<file path="config.mk">
export PLATFORM = sky130hd
export DESIGN_NAME = jace_ps2_keyboard_flat
export DESIGN_NICKNAME = d
export VERILOG_FILES = /design/src/rtl/jace_ps2_keyboard_pkg.sv /design/src/rtl/jace_ps2_keyboard_if.sv /design/src/rtl/jace_ps2_keymap.sv /design/src/rtl/jace_ps2_keyboard.sv /design/src/flat_wrapper.sv
export SDC_FILE = /design/constraint.sdc
export NUM_CORES = 1
export LEC_CHECK = 0
export CORE_ASPECT_RATIO = 0.9
export CORE_MARGIN = 3
export CORE_UTILIZATION = 55
export CTS_CLUSTER_DIAMETER = 100
export CTS_CLUSTER_SIZE = 25
export DETAILED_ROUTE_END_ITERATION = 7
export MAX_ROUTING_LAYER = met4
export PLACE_DENSITY = 0.86
export SLEW_MARGIN = 10
export SYNTH_ARGS = -nofsm -noshare
export SYNTH_HDL_FRONTEND = slang
export SYNTH_SLANG_ARGS = --single-unit
</file>
<file path="constraint.sdc">
create_clock -name clk -period 2.65 [get_ports clk]
set_input_delay 0.53 -clock clk [delete_from_list [all_inputs] [get_ports clk]]
set_output_delay 0.53 -clock clk [all_outputs]
set_load 0.02 [all_outputs]
</file>
<file path="src/rtl/jace_ps2_keyboard_pkg.sv">
// Shared types and constants for the Jupiter Ace PS/2 keyboard.
// Prefix codes, matrix geometry, receiver states and key positions.
package jace_ps2_keyboard_pkg;

    typedef enum logic [1:0] {
        RX_IDLE,
        RX_DATA,
        RX_PARITY,
        RX_STOP
    } rx_state_e;

    localparam logic [7:0] CODE_REL    = 8'hF0;
    localparam logic [7:0] CODE_EXT    = 8'hE0;
    localparam logic [7:0] CODE_LSHIFT = 8'h12;
    localparam logic [7:0] CODE_RSHIFT = 8'h59;
    localparam logic [7:0] CODE_LCTRL  = 8'h14;

    localparam logic [4:0] NO_KEY = 5'b11111;

    localparam int N_ROWS = 8;
    localparam int N_COLS = 5;

    localparam int ROW_SHIFT = 0;
    localparam int ROW_ASDFG = 1;
    localparam int ROW_QWERT = 2;
    localparam int ROW_12345 = 3;
    localparam int ROW_09876 = 4;
    localparam int ROW_POIUY = 5;
    localparam int ROW_ENTER = 6;
    localparam int ROW_SPACE = 7;

    localparam int COL_0 = 0;
    localparam int COL_1 = 1;
    localparam int COL_2 = 2;
    localparam int COL_3 = 3;
    localparam int COL_4 = 4;

    typedef struct packed {
        logic       hit;
        logic [2:0] row;
        logic [2:0] col;
    } key_pos_t;

    function automatic key_pos_t key_at(input int r, input int c);
        key_pos_t k;
        k.hit = 1'b1;
        k.row = 3'(r);
        k.col = 3'(c);
        return k;
    endfunction

    // Odd parity: data plus parity bit must hold an odd number of ones.
    function automatic logic odd_ok(input logic [7:0] d, input logic p);
        return ^{d, p};
    endfunction

endpackage

</file>
<file path="src/rtl/jace_ps2_keyboard_if.sv">
// CPU-side view of the keyboard: row select in, columns and
// received-code status out.
interface jace_ps2_keyboard_if;

    logic [7:0] rows;
    logic [4:0] kbdcols;
    logic       code_strobe;
    logic [7:0] code;
    logic       rx_error;

    modport master (
        output rows,
        input  kbdcols,
        input  code_strobe,
        input  code,
        input  rx_error
    );

    modport slave (
        input  rows,
        output kbdcols,
        output code_strobe,
        output code,
        output rx_error
    );

endinterface

</file>
<file path="src/rtl/jace_ps2_keymap.sv">
// Set-2 scancode to Ace matrix position lookup.
// Extended codes only map E0 14 (right Ctrl) to SymShift.
module jace_ps2_keymap
    import jace_ps2_keyboard_pkg::*;
(
    input  logic [7:0] code,
    input  logic       ext,
    output key_pos_t   pos
);

    always_comb begin
        pos = '0;
        if (ext) begin
            if (code == CODE_LCTRL)
                pos = key_at(ROW_SHIFT, COL_1);
        end else begin
            unique case (code)
                CODE_LSHIFT,
                CODE_RSHIFT: pos = key_at(ROW_SHIFT, COL_0);
                CODE_LCTRL:  pos = key_at(ROW_SHIFT, COL_1);
                8'h1A:       pos = key_at(ROW_SHIFT, COL_2);
                8'h22:       pos = key_at(ROW_SHIFT, COL_3);
                8'h21:       pos = key_at(ROW_SHIFT, COL_4);
                8'h1C:       pos = key_at(ROW_ASDFG, COL_0);
                8'h1B:       pos = key_at(ROW_ASDFG, COL_1);
                8'h23:       pos = key_at(ROW_ASDFG, COL_2);
                8'h2B:       pos = key_at(ROW_ASDFG, COL_3);
                8'h34:       pos = key_at(ROW_ASDFG, COL_4);
                8'h15:       pos = key_at(ROW_QWERT, COL_0);
                8'h1D:       pos = key_at(ROW_QWERT, COL_1);
                8'h24:       pos = key_at(ROW_QWERT, COL_2);
                8'h2D:       pos = key_at(ROW_QWERT, COL_3);
                8'h2C:       pos = key_at(ROW_QWERT, COL_4);
                8'h16:       pos = key_at(ROW_12345, COL_0);
                8'h1E:       pos = key_at(ROW_12345, COL_1);
                8'h26:       pos = key_at(ROW_12345, COL_2);
                8'h25:       pos = key_at(ROW_12345, COL_3);
                8'h2E:       pos = key_at(ROW_12345, COL_4);
                8'h45:       pos = key_at(ROW_09876, COL_0);
                8'h46:       pos = key_at(ROW_09876, COL_1);
                8'h3E:       pos = key_at(ROW_09876, COL_2);
                8'h3D:       pos = key_at(ROW_09876, COL_3);
                8'h36:       pos = key_at(ROW_09876, COL_4);
                8'h4D:       pos = key_at(ROW_POIUY, COL_0);
                8'h44:       pos = key_at(ROW_POIUY, COL_1);
                8'h43:       pos = key_at(ROW_POIUY, COL_2);
                8'h3C:       pos = key_at(ROW_POIUY, COL_3);
                8'h35:       pos = key_at(ROW_POIUY, COL_4);
                8'h5A:       pos = key_at(ROW_ENTER, COL_0);
                8'h4B:       pos = key_at(ROW_ENTER, COL_1);
                8'h42:       pos = key_at(ROW_ENTER, COL_2);
                8'h3B:       pos = key_at(ROW_ENTER, COL_3);
                8'h33:       pos = key_at(ROW_ENTER, COL_4);
                8'h29:       pos = key_at(ROW_SPACE, COL_0);
                8'h3A:       pos = key_at(ROW_SPACE, COL_1);
                8'h31:       pos = key_at(ROW_SPACE, COL_2);
                8'h32:       pos = key_at(ROW_SPACE, COL_3);
                8'h2A:       pos = key_at(ROW_SPACE, COL_4);
                default:     pos = '0;
            endcase
        end
    end

endmodule

</file>
<file path="src/rtl/jace_ps2_keyboard.sv">
// PS/2 set-2 receiver feeding the Jupiter Ace 8x5 key matrix,
// answering port-FE row selects with active-low columns.
module jace_ps2_keyboard
    import jace_ps2_keyboard_pkg::*;
#(
    parameter int TIMEOUT_CYCLES = 6500
) (
    input  logic clk,
    input  logic rst,
    input  logic ps2clk,
    input  logic ps2data,
    jace_ps2_keyboard_if.slave bus
);

    localparam int TW = $clog2(TIMEOUT_CYCLES + 1);
    localparam logic [TW-1:0] TMO_LAST = TW'(TIMEOUT_CYCLES - 1);

    logic [1:0] ck_sync;
    logic [1:0] dt_sync;
    logic [2:0] ck_hist;
    logic       ck_filt;
    logic       fall_q;
    logic       rise_q;
    logic       dat;

    rx_state_e  state_q, state_d;
    logic [2:0] bit_q, bit_d;
    logic [7:0] sh_q, sh_d;
    logic       par_q, par_d;
    logic [TW-1:0] tmo_q, tmo_d;
    logic       byte_ok;
    logic       byte_err;

    logic       rel_q;
    logic       ext_q;
    logic [N_ROWS-1:0][N_COLS-1:0] mtx;
    logic [7:0] code_q;
    logic       strobe_q;
    logic       err_q;
    logic [4:0] pressed;
    key_pos_t   kpos;

    // Clock filter: level must hold for three synchronised samples.
    always_ff @(posedge clk or posedge rst) begin
        if (rst) begin
            ck_sync <= 2'b11;
            dt_sync <= 2'b11;
            ck_hist <= 3'b111;
            ck_filt <= 1'b1;
            fall_q  <= 1'b0;
            rise_q  <= 1'b0;
        end else begin
            ck_sync <= {ck_sync[0], ps2clk};
            dt_sync <= {dt_sync[0], ps2data};
            ck_hist <= {ck_hist[1:0], ck_sync[1]};
            fall_q  <= 1'b0;
            rise_q  <= 1'b0;
            if (ck_filt && ck_hist == 3'b000) begin
                ck_filt <= 1'b0;
                fall_q  <= 1'b1;
            end else if (!ck_filt && ck_hist == 3'b111) begin
                ck_filt <= 1'b1;
                rise_q  <= 1'b1;
            end
        end
    end

    assign dat = dt_sync[1];

    always_ff @(posedge clk or posedge rst) begin
        if (rst) begin
            state_q <= RX_IDLE;
            bit_q   <= '0;
            sh_q    <= '0;
            par_q   <= 1'b0;
            tmo_q   <= '0;
        end else begin
            state_q <= state_d;
            bit_q   <= bit_d;
            sh_q    <= sh_d;
            par_q   <= par_d;
            tmo_q   <= tmo_d;
        end
    end

    always_comb begin
        state_d  = state_q;
        bit_d    = bit_q;
        sh_d     = sh_q;
        par_d    = par_q;
        tmo_d    = tmo_q;
        byte_ok  = 1'b0;
        byte_err = 1'b0;
        if (fall_q) begin
            tmo_d = '0;
            unique case (state_q)
                RX_IDLE: begin
                    if (!dat) begin
                        state_d = RX_DATA;
                        bit_d   = '0;
                    end
                end
                RX_DATA: begin
                    sh_d  = {dat, sh_q[7:1]};
                    bit_d = bit_q + 3'd1;
                    if (bit_q == 3'd7)
                        state_d = RX_PARITY;
                end
                RX_PARITY: begin
                    par_d   = dat;
                    state_d = RX_STOP;
                end
                RX_STOP: begin
                    if (dat && odd_ok(sh_q, par_q))
                        byte_ok = 1'b1;
                    else
                        byte_err = 1'b1;
                    state_d = RX_IDLE;
                end
                default: state_d = RX_IDLE;
            endcase
        end else if (rise_q) begin
            tmo_d = '0;
        end else if (state_q != RX_IDLE) begin
            if (tmo_q == TMO_LAST) begin
                state_d = RX_IDLE;
                tmo_d   = '0;
            end else begin
                tmo_d = tmo_q + 1'b1;
            end
        end
    end

    jace_ps2_keymap u_keymap (
        .code (sh_q),
        .ext  (ext_q),
        .pos  (kpos)
    );

    // Prefixes only arm flags; the following byte consumes them.
    always_ff @(posedge clk or posedge rst) begin
        if (rst) begin
            rel_q    <= 1'b0;
            ext_q    <= 1'b0;
            mtx      <= '0;
            code_q   <= '0;
            strobe_q <= 1'b0;
            err_q    <= 1'b0;
        end else begin
            strobe_q <= byte_ok;
            err_q    <= byte_err;
            if (byte_ok) begin
                code_q <= sh_q;
                if (sh_q == CODE_REL) begin
                    rel_q <= 1'b1;
                end else if (sh_q == CODE_EXT) begin
                    ext_q <= 1'b1;
                end else begin
                    if (kpos.hit)
                        mtx[kpos.row][kpos.col] <= ~rel_q;
                    rel_q <= 1'b0;
                    ext_q <= 1'b0;
                end
            end
        end
    end

    always_comb begin
        pressed = '0;
        for (int r = 0; r < N_ROWS; r++) begin
            if (!bus.rows[r])
                pressed = pressed | mtx[r];
        end
    end

    assign bus.kbdcols     = NO_KEY & ~pressed;
    assign bus.code        = code_q;
    assign bus.code_strobe = strobe_q;
    assign bus.rx_error    = err_q;

endmodule

</file>
<file path="src/flat_wrapper.sv">
// flat-port wrapper written by rule: the top's interface ports become plain ports
module jace_ps2_keyboard_flat import jace_ps2_keyboard_pkg::*;
#(
    parameter int TIMEOUT_CYCLES = 6500
)
  (clk, rst, ps2clk, ps2data, bus_rows, bus_kbdcols, bus_code_strobe, bus_code, bus_rx_error);
  jace_ps2_keyboard_if bus_i ();
  input  logic clk;
  input  logic rst;
  input  logic ps2clk;
  input  logic ps2data;
  input wire logic [$bits(bus_i.rows)-1:0] bus_rows;
  output wire logic [$bits(bus_i.kbdcols)-1:0] bus_kbdcols;
  output wire logic [$bits(bus_i.code_strobe)-1:0] bus_code_strobe;
  output wire logic [$bits(bus_i.code)-1:0] bus_code;
  output wire logic [$bits(bus_i.rx_error)-1:0] bus_rx_error;
  assign bus_i.rows = bus_rows;
  assign bus_kbdcols = bus_i.kbdcols;
  assign bus_code_strobe = bus_i.code_strobe;
  assign bus_code = bus_i.code;
  assign bus_rx_error = bus_i.rx_error;
  jace_ps2_keyboard #(.TIMEOUT_CYCLES(TIMEOUT_CYCLES)) u_core (.clk(clk), .rst(rst), .ps2clk(ps2clk), .ps2data(ps2data), .bus(bus_i));
endmodule
</file>
# --- Word level (Yosys, flattened, before mapping) ---
# Memory sizes are Yosys's and may differ from the RTL's.
# Index checks and enable logic that the tools add are counted.
# W data, S select, Z words.
op_classes:
  addsub: 2
  order_cmp: 4
  eq_ne: 14
  mux: 43
  bitwise: 11
  reduce_logical: 22
op_table:
  columns: ["operator", "count"]
  rows:
  - ["$mux W13", 4]
  - ["$mux W5", 9]
  - ["$bwmux W40", 1]
  - ["$or A5 B5 Y5", 7]
  - ["$mux W7", 3]
  - ["$eq A8 B8 Y1 const B", 2]
  - ["$demux W5 S3", 1]
  - ["$mux W1", 15]
  - ["$add A13 B1 Y13 const B", 1]
  - ["$eq A13 B13 Y1 const B", 1]
  - ["$mux W2", 6]
  - ["$reduce_bool A2 Y1", 5]
  - ["$reduce_xor A9 Y1", 1]
  - ["$eq A8 B5 Y1 const B", 1]
  - ["$lt A3 B4 Y1 const B", 2]
  - ["$pmux W2 S4", 1]
  - ["$reduce_and A2 Y1", 4]
  - ["$eq A3 B3 Y1 const B", 2]
  - ["$ge A3 B1 Y1 const B", 2]
  - ["$ne A3 B3 Y1 const B", 2]
  - ["$pmux W3 S2", 1]
  - ["$logic_and A1 B1 Y1", 5]
  - ["$not A5 Y5", 1]
  - ["$reduce_and A5 Y1", 1]
  - ["14 further kinds", 18]
totals:
  register_bits: 89
  rom_bits: 896
  input_bits: 12
  output_inout_bits: 15
  word_cells: 121
  mem_count: 1
memory_table:
  columns: ["name", "words", "width", "rd", "rd_clocked_by_memory_dff", "write_ports", "line_no", "source"]
  rows:
  - ["(name not given)", 128, 7, 1, 0, 0, "jace_ps2_keymap.sv:17", "unique case (code)"]

# --- Logic depth before layout (Yosys ltp) ---
depth:
  depth_word: 16
  mapped_depth: 11
  ltp_nobuf: 9

# --- Cells and area by module ---
# A second synthesis with hierarchy kept.
hier_totals:
  hier_cells: 515
  hier_area_um2: 5091.1
by_module_without_submodules:
  columns: ["mod", "instances", "cells_per_inst", "area_each_um2", "seq_area_each_um2"]
  rows:
  - ["jace_ps2_keyboard", 1, 402, 4275.4, 2237.1]
  - ["jace_ps2_keymap", 1, 113, 815.8, 0.0]

# --- Worst setup path after synthesis ---
# Ideal clock, no wire load.
synth_timing:
  path_type: "register to register"
  start: "reg u_core.sh_q[1]"
  end: "reg u_core.mtx[36] (netlist bit)"
  arrival_ns: 2.526
  required_time_ns: 2.570
  slack_ns: 0.044
  path_stages_with_launch: 11
  n_path_buf: 1
  period_less_slack_ns: 2.606
  path_cell_list: "dfrtp_1 > buf_2 > inv_1 > ha_1 > nand2b_1 > a211oi_1 > a311o_1 > a2bb2oi_4 > or3b_4 > nor3_2 > mux2i_1"
synth_via:
  elab_chain_len: 10
  word_cells_on_any_way: 26
synth_rtl:
  columns: ["item", "line_no", "source"]
  rows:
  - ["from (decl)", "jace_ps2_keyboard.sv:28", "logic [7:0] sh_q, sh_d;"]
  - ["from (signal assigned)", "jace_ps2_keyboard.sv:74", "sh_q <= '0;"]
  - ["from (signal assigned)", "jace_ps2_keyboard.sv:80", "sh_q <= sh_d;"]
  - ["$mem_v2 Z128 W7 / $eq A8 B5 Y1 (equally long branches)", null, null]
  - ["$mux W7 (on tied branches)", "jace_ps2_keymap.sv:17, jace_ps2_keymap.sv:14", null]
  - ["$mux W7", "jace_ps2_keymap.sv:13", "if (ext) begin"]
  - ["$lt A3 B4 Y1 (implied by the code) / $ge A3 B1 Y1 (equally long branches)", "jace_ps2_keyboard.sv:160", "mtx[kpos.row][kpos.col] <= ~rel_q;"]
  - ["$logic_and A1 B1 Y1 (implied by the code)", "jace_ps2_keyboard.sv:160", null]
  - ["$mux W1 (implied by the code)", "jace_ps2_keyboard.sv:160", null]
  - ["$demux W1 S3", null, null]
  - ["$mux W5 (implied by the code)", "jace_ps2_keyboard.sv:160", null]
  - ["$demux W5 S3", null, null]
  - ["$bwmux W40", "jace_ps2_keyboard.sv:160", null]
  - ["to (signal, indexed assignment)", "jace_ps2_keyboard.sv:160", null]
  - ["to (decl)", "jace_ps2_keyboard.sv:36", "logic [N_ROWS-1:0][N_COLS-1:0] mtx;"]
# Several ways; a longest one is shown, not always the timed one.
# A chain may end at the register's enable or synchronous reset.

# --- Final worst setup path ---
# Ends and elaborated chain as after synthesis.

==> reports/qor.txt <==
DR DRC count: 0
DRT Pass-1 Iters: 7
Highest Signal Layer: met4
CTS Buf Count: 9
net count after synthesis: 557
CTS HTree Levels: 3
Psw: 0.00122 W
Worst EP required: 2.93 ns
ranking of synthesized cells by area: dfrtp_1 39%, mux2i_1 7.9%, dfstp_2 4.0%
Hold Path Depth: 0
Storage cell area: 2240 um^2
initial core utilization: 56.9%
gr ovfl total: 0
crit path cell chain: ha_2 > or2b_4 > buf_4 > mux2i_1 > a311o_1 > o41ai_2 > buf_2 > or3b_4 > nor3_4 > mux2i_1
critical-path maximum fanout: 5
Switching Share: 33.3%
Syn-to-layout area delta: 25.8%
Comb power frac: 30.0%
Reg2Reg Setup Slack: 0.05 ns
Synth top cells by count: 81 x dfrtp_1, 52 x inv_1, 41 x mux2i_1
Final Hold Viols: 0
first-pass GRT wire length: 21.1 mm
Yosys top cell by area: dfrtp_1
final setup fails: 0
Crit path largest cell delay: 0.44 ns
Routed wire per std cell: 18.4 um
number of DRC markers in iteration 0: 387
synthesized area per cell: 9.83 um^2
post-layout util: 71.6%
crit end category: register
post-route insts no fill: 741
area of the die: 10700 um^2
cell mode on critical path: mux2i_1
drt total wl: 13.7 mm
root buf cell: clkbuf_8
most common cell in the netlist: dfrtp_1
status: complete, no violations
DR WL met3: 760 um
synthesized area: 5220 um^2
DR vias: 4495
Clk pwr share: 27.1%
FP Rows: 33
via/cell ratio: 6.07
Mapped Cells: 531
Slew HR: 60.1%
pwr dens: 559 nW/um^2
initial antenna violation count: 0
Seq/Total Area, Yosys: 42.9%
hold_buf cts: 0
register share of total power: 42.9%
RSZ-0062 raised after global routing: true
pins over their slew limit: 0
leakage: 2.83 nW
synthesized flop and latch total: 89
largest net degree at the start of global routing: 42
Critical R2R Capture: u_core.mtx[36]$_DFFE_PP0P_
clock transition at the registers of the reported paths: 0.09 ns
Final #Nets: 640
Tmin final: 2.60 ns
Clock Latency Late Sink: 0.36 ns
Post-synth EDFFs: 0
max cap viols: 0
crit path kind: reg -> reg
reg-to-reg startpoint: u_core.sh_q[1]$_DFFE_PP0P_
Worst-Margin Slew: 0.598 ns
beginning of the worst hold path: u_core.dt_sync[0]$_DFF_PP1_
Max Fclk: 384 MHz
Worst Skew: 0.0107 ns
slowest stage cell, crit path: dfrtp_1
DIE WIDTH: 109 um
Synth top area share: 38.8%
Final Cycle Share: 98.3%
Synth Flop Type: dfrtp_1
YS warnings: 0
I/O pin cnt: 27
# placed instances: 714
CP Launch Type: register
vias in the first global route: 4339
CTS tree: done
WP data arrival: 2.88 ns
fraction of registers with async set/reset: 100%
Synth cell types: 78
R2R depth: 10
Die H: 98.4 um
Final ANT Viol Nets: 0
HPWL Detailed: 9.51 mm
clock sink count: 89
Ant. Diodes: 0
Min-Delay Path Class: reg -> reg
met2 WL: 6.87 mm
PortBufs: 26
Total Routing Usage GR: 25.6%
clk buf depth: 2
DRT met1 WL: 5.75 mm
layout cells sized above 1: 29.4%
Min-Delay Endpoint: u_core.dt_sync[1]$_DFF_PP1_
Internal: 0.00245 W
area taken by multi-input logic gates: 2890 um^2
VDD IR max: 0.000469 V
RD Place Congestion: 0.974
Core ar.: 9170 um^2
Filler cells: 646
registers in the layout, summed over array words and instances (netlist names):
register	count
u_core.sh_q	8
u_core.dt_sync	2
u_core.ext_q	1
u_core.ck_filt	1
u_core.bus.code	8
u_core.bit_q	3
u_core.bus.rx_error	1
u_core.mtx	40
u_core.rise_q	1
u_core.fall_q	1
u_core.bus.code_strobe	1
u_core.tmo_q	13
u_core.state_q	2
u_core.ck_sync	2
u_core.rel_q	1
u_core.par_q	1
u_core.ck_hist	3
timing repair:
item | in CTS | in global routing
endpoints found under the setup margin | 32 | 40
gates resized for setup | 18 | 53
buffers inserted | 1 | 8
cloned | 0 | 2
pin swaps | 3 | 21
worst max path at each step:
stage | start | to | slack [ns] | cells after the start
after floorplan | u_core.sh_q[1]$_DFFE_PP0P_ | u_core.mtx[36]$_DFFE_PP0P_ | 0.04 | 10
after global placement | bus_rows[0] | bus_kbdcols[3] | -0.13 | 4
after detailed placement | bus_rows[0] | bus_kbdcols[3] | -0.17 | 4
after CTS | u_core.sh_q[1]$_DFFE_PP0P_ | u_core.mtx[34]$_DFFE_PP0P_ | -0.02 | 10
after global routing | u_core.sh_q[1]$_DFFE_PP0P_ | u_core.mtx[21]$_DFFE_PP0P_ | -0.09 | 10
final | u_core.sh_q[1]$_DFFE_PP0P_ | u_core.mtx[36]$_DFFE_PP0P_ | 0.05 | 10
per-stage QoR:
stage | cell area, um^2 | hold WS, ns | power [W] | setup slack, ns | setup TNS, ns
floorplan | 5220 | 0.345 | 0.00224 | 0.0444 | 0
global placement | 5970 | 0.346 | 0.00249 | -0.134 | -0.532
detailed placement | 5970 | 0.347 | 0.00255 | -0.172 | -0.769
CTS | 6260 | 0.359 | 0.00357 | -0.0183 | -0.0266
global route | 6570 | 0.360 | 0.00383 | -0.0878 | -1.21
finish | 6570 | 0.358 | 0.00367 | 0.0454 | 0
metal layers:
metal	global-route usage (%)	up-vias
met4	7.77	0
met2	40.6	213
met1	33.9	2199
met3	4.16	30
met5	-	-
li1	-	2053
area by class of cell:
type	count	share of cell area [%]
clock inverter	5	0.934
inverter	53	3.09
multi-input combinational	362	43.9
timing repair buffer	99	13.3
tap	122	2.33
sequential	89	34.1
clock buffer	11	2.31
worst max-delay path, delay by kind of cell, from the launching register on:
family | cells | cell delay [ns]
simple gates | 3 | 0.91
flops | 1 | 0.44
mux | 2 | 0.36
buf+inv | 2 | 0.32
compound gates | 2 | 0.29
fa+ha+maj | 1 | 0.22
power by group through the flow:
| stage | Clock, W | Sequential, W | Combinational (W) |
|---|---|---|---|
| after floorplan | 0 | 0.00155 | 0.000687 |
| after global placement | 0 | 0.00158 | 0.000906 |
| after detailed placement | 0 | 0.00159 | 0.000953 |
| after CTS | 0.00101 | 0.00157 | 0.000995 |
| after global routing | 0.00106 | 0.00159 | 0.00118 |
| final | 0.000994 | 0.00157 | 0.00110 |
layout by cell type (no fill, tap or decap), types with 16 or more instances in the layout:
master / n
dfrtp_1: 79
buf_4: 62
inv_1: 48
mux2i_1: 41
nand2_1: 34
nor2_1: 25
o22ai_1: 21
clkdlybuf4s50_1: 21
nand3_1: 20
nor3_2: 17
a21oi_1: 16
logic make-up after synthesis:
family	count (synthesis)	synth area share [%]
and+or+nand+nor	180	19.9
muxes	52	10.2
DFF	89	42.9
buffers and inverters	80	7.22
AOI/OAI and AO/OA	99	13.5
xor gates and xnor gates	17	2.85
adders and majority gates	14	3.36
No activity file was read; power rests on OpenSTA's default activity.
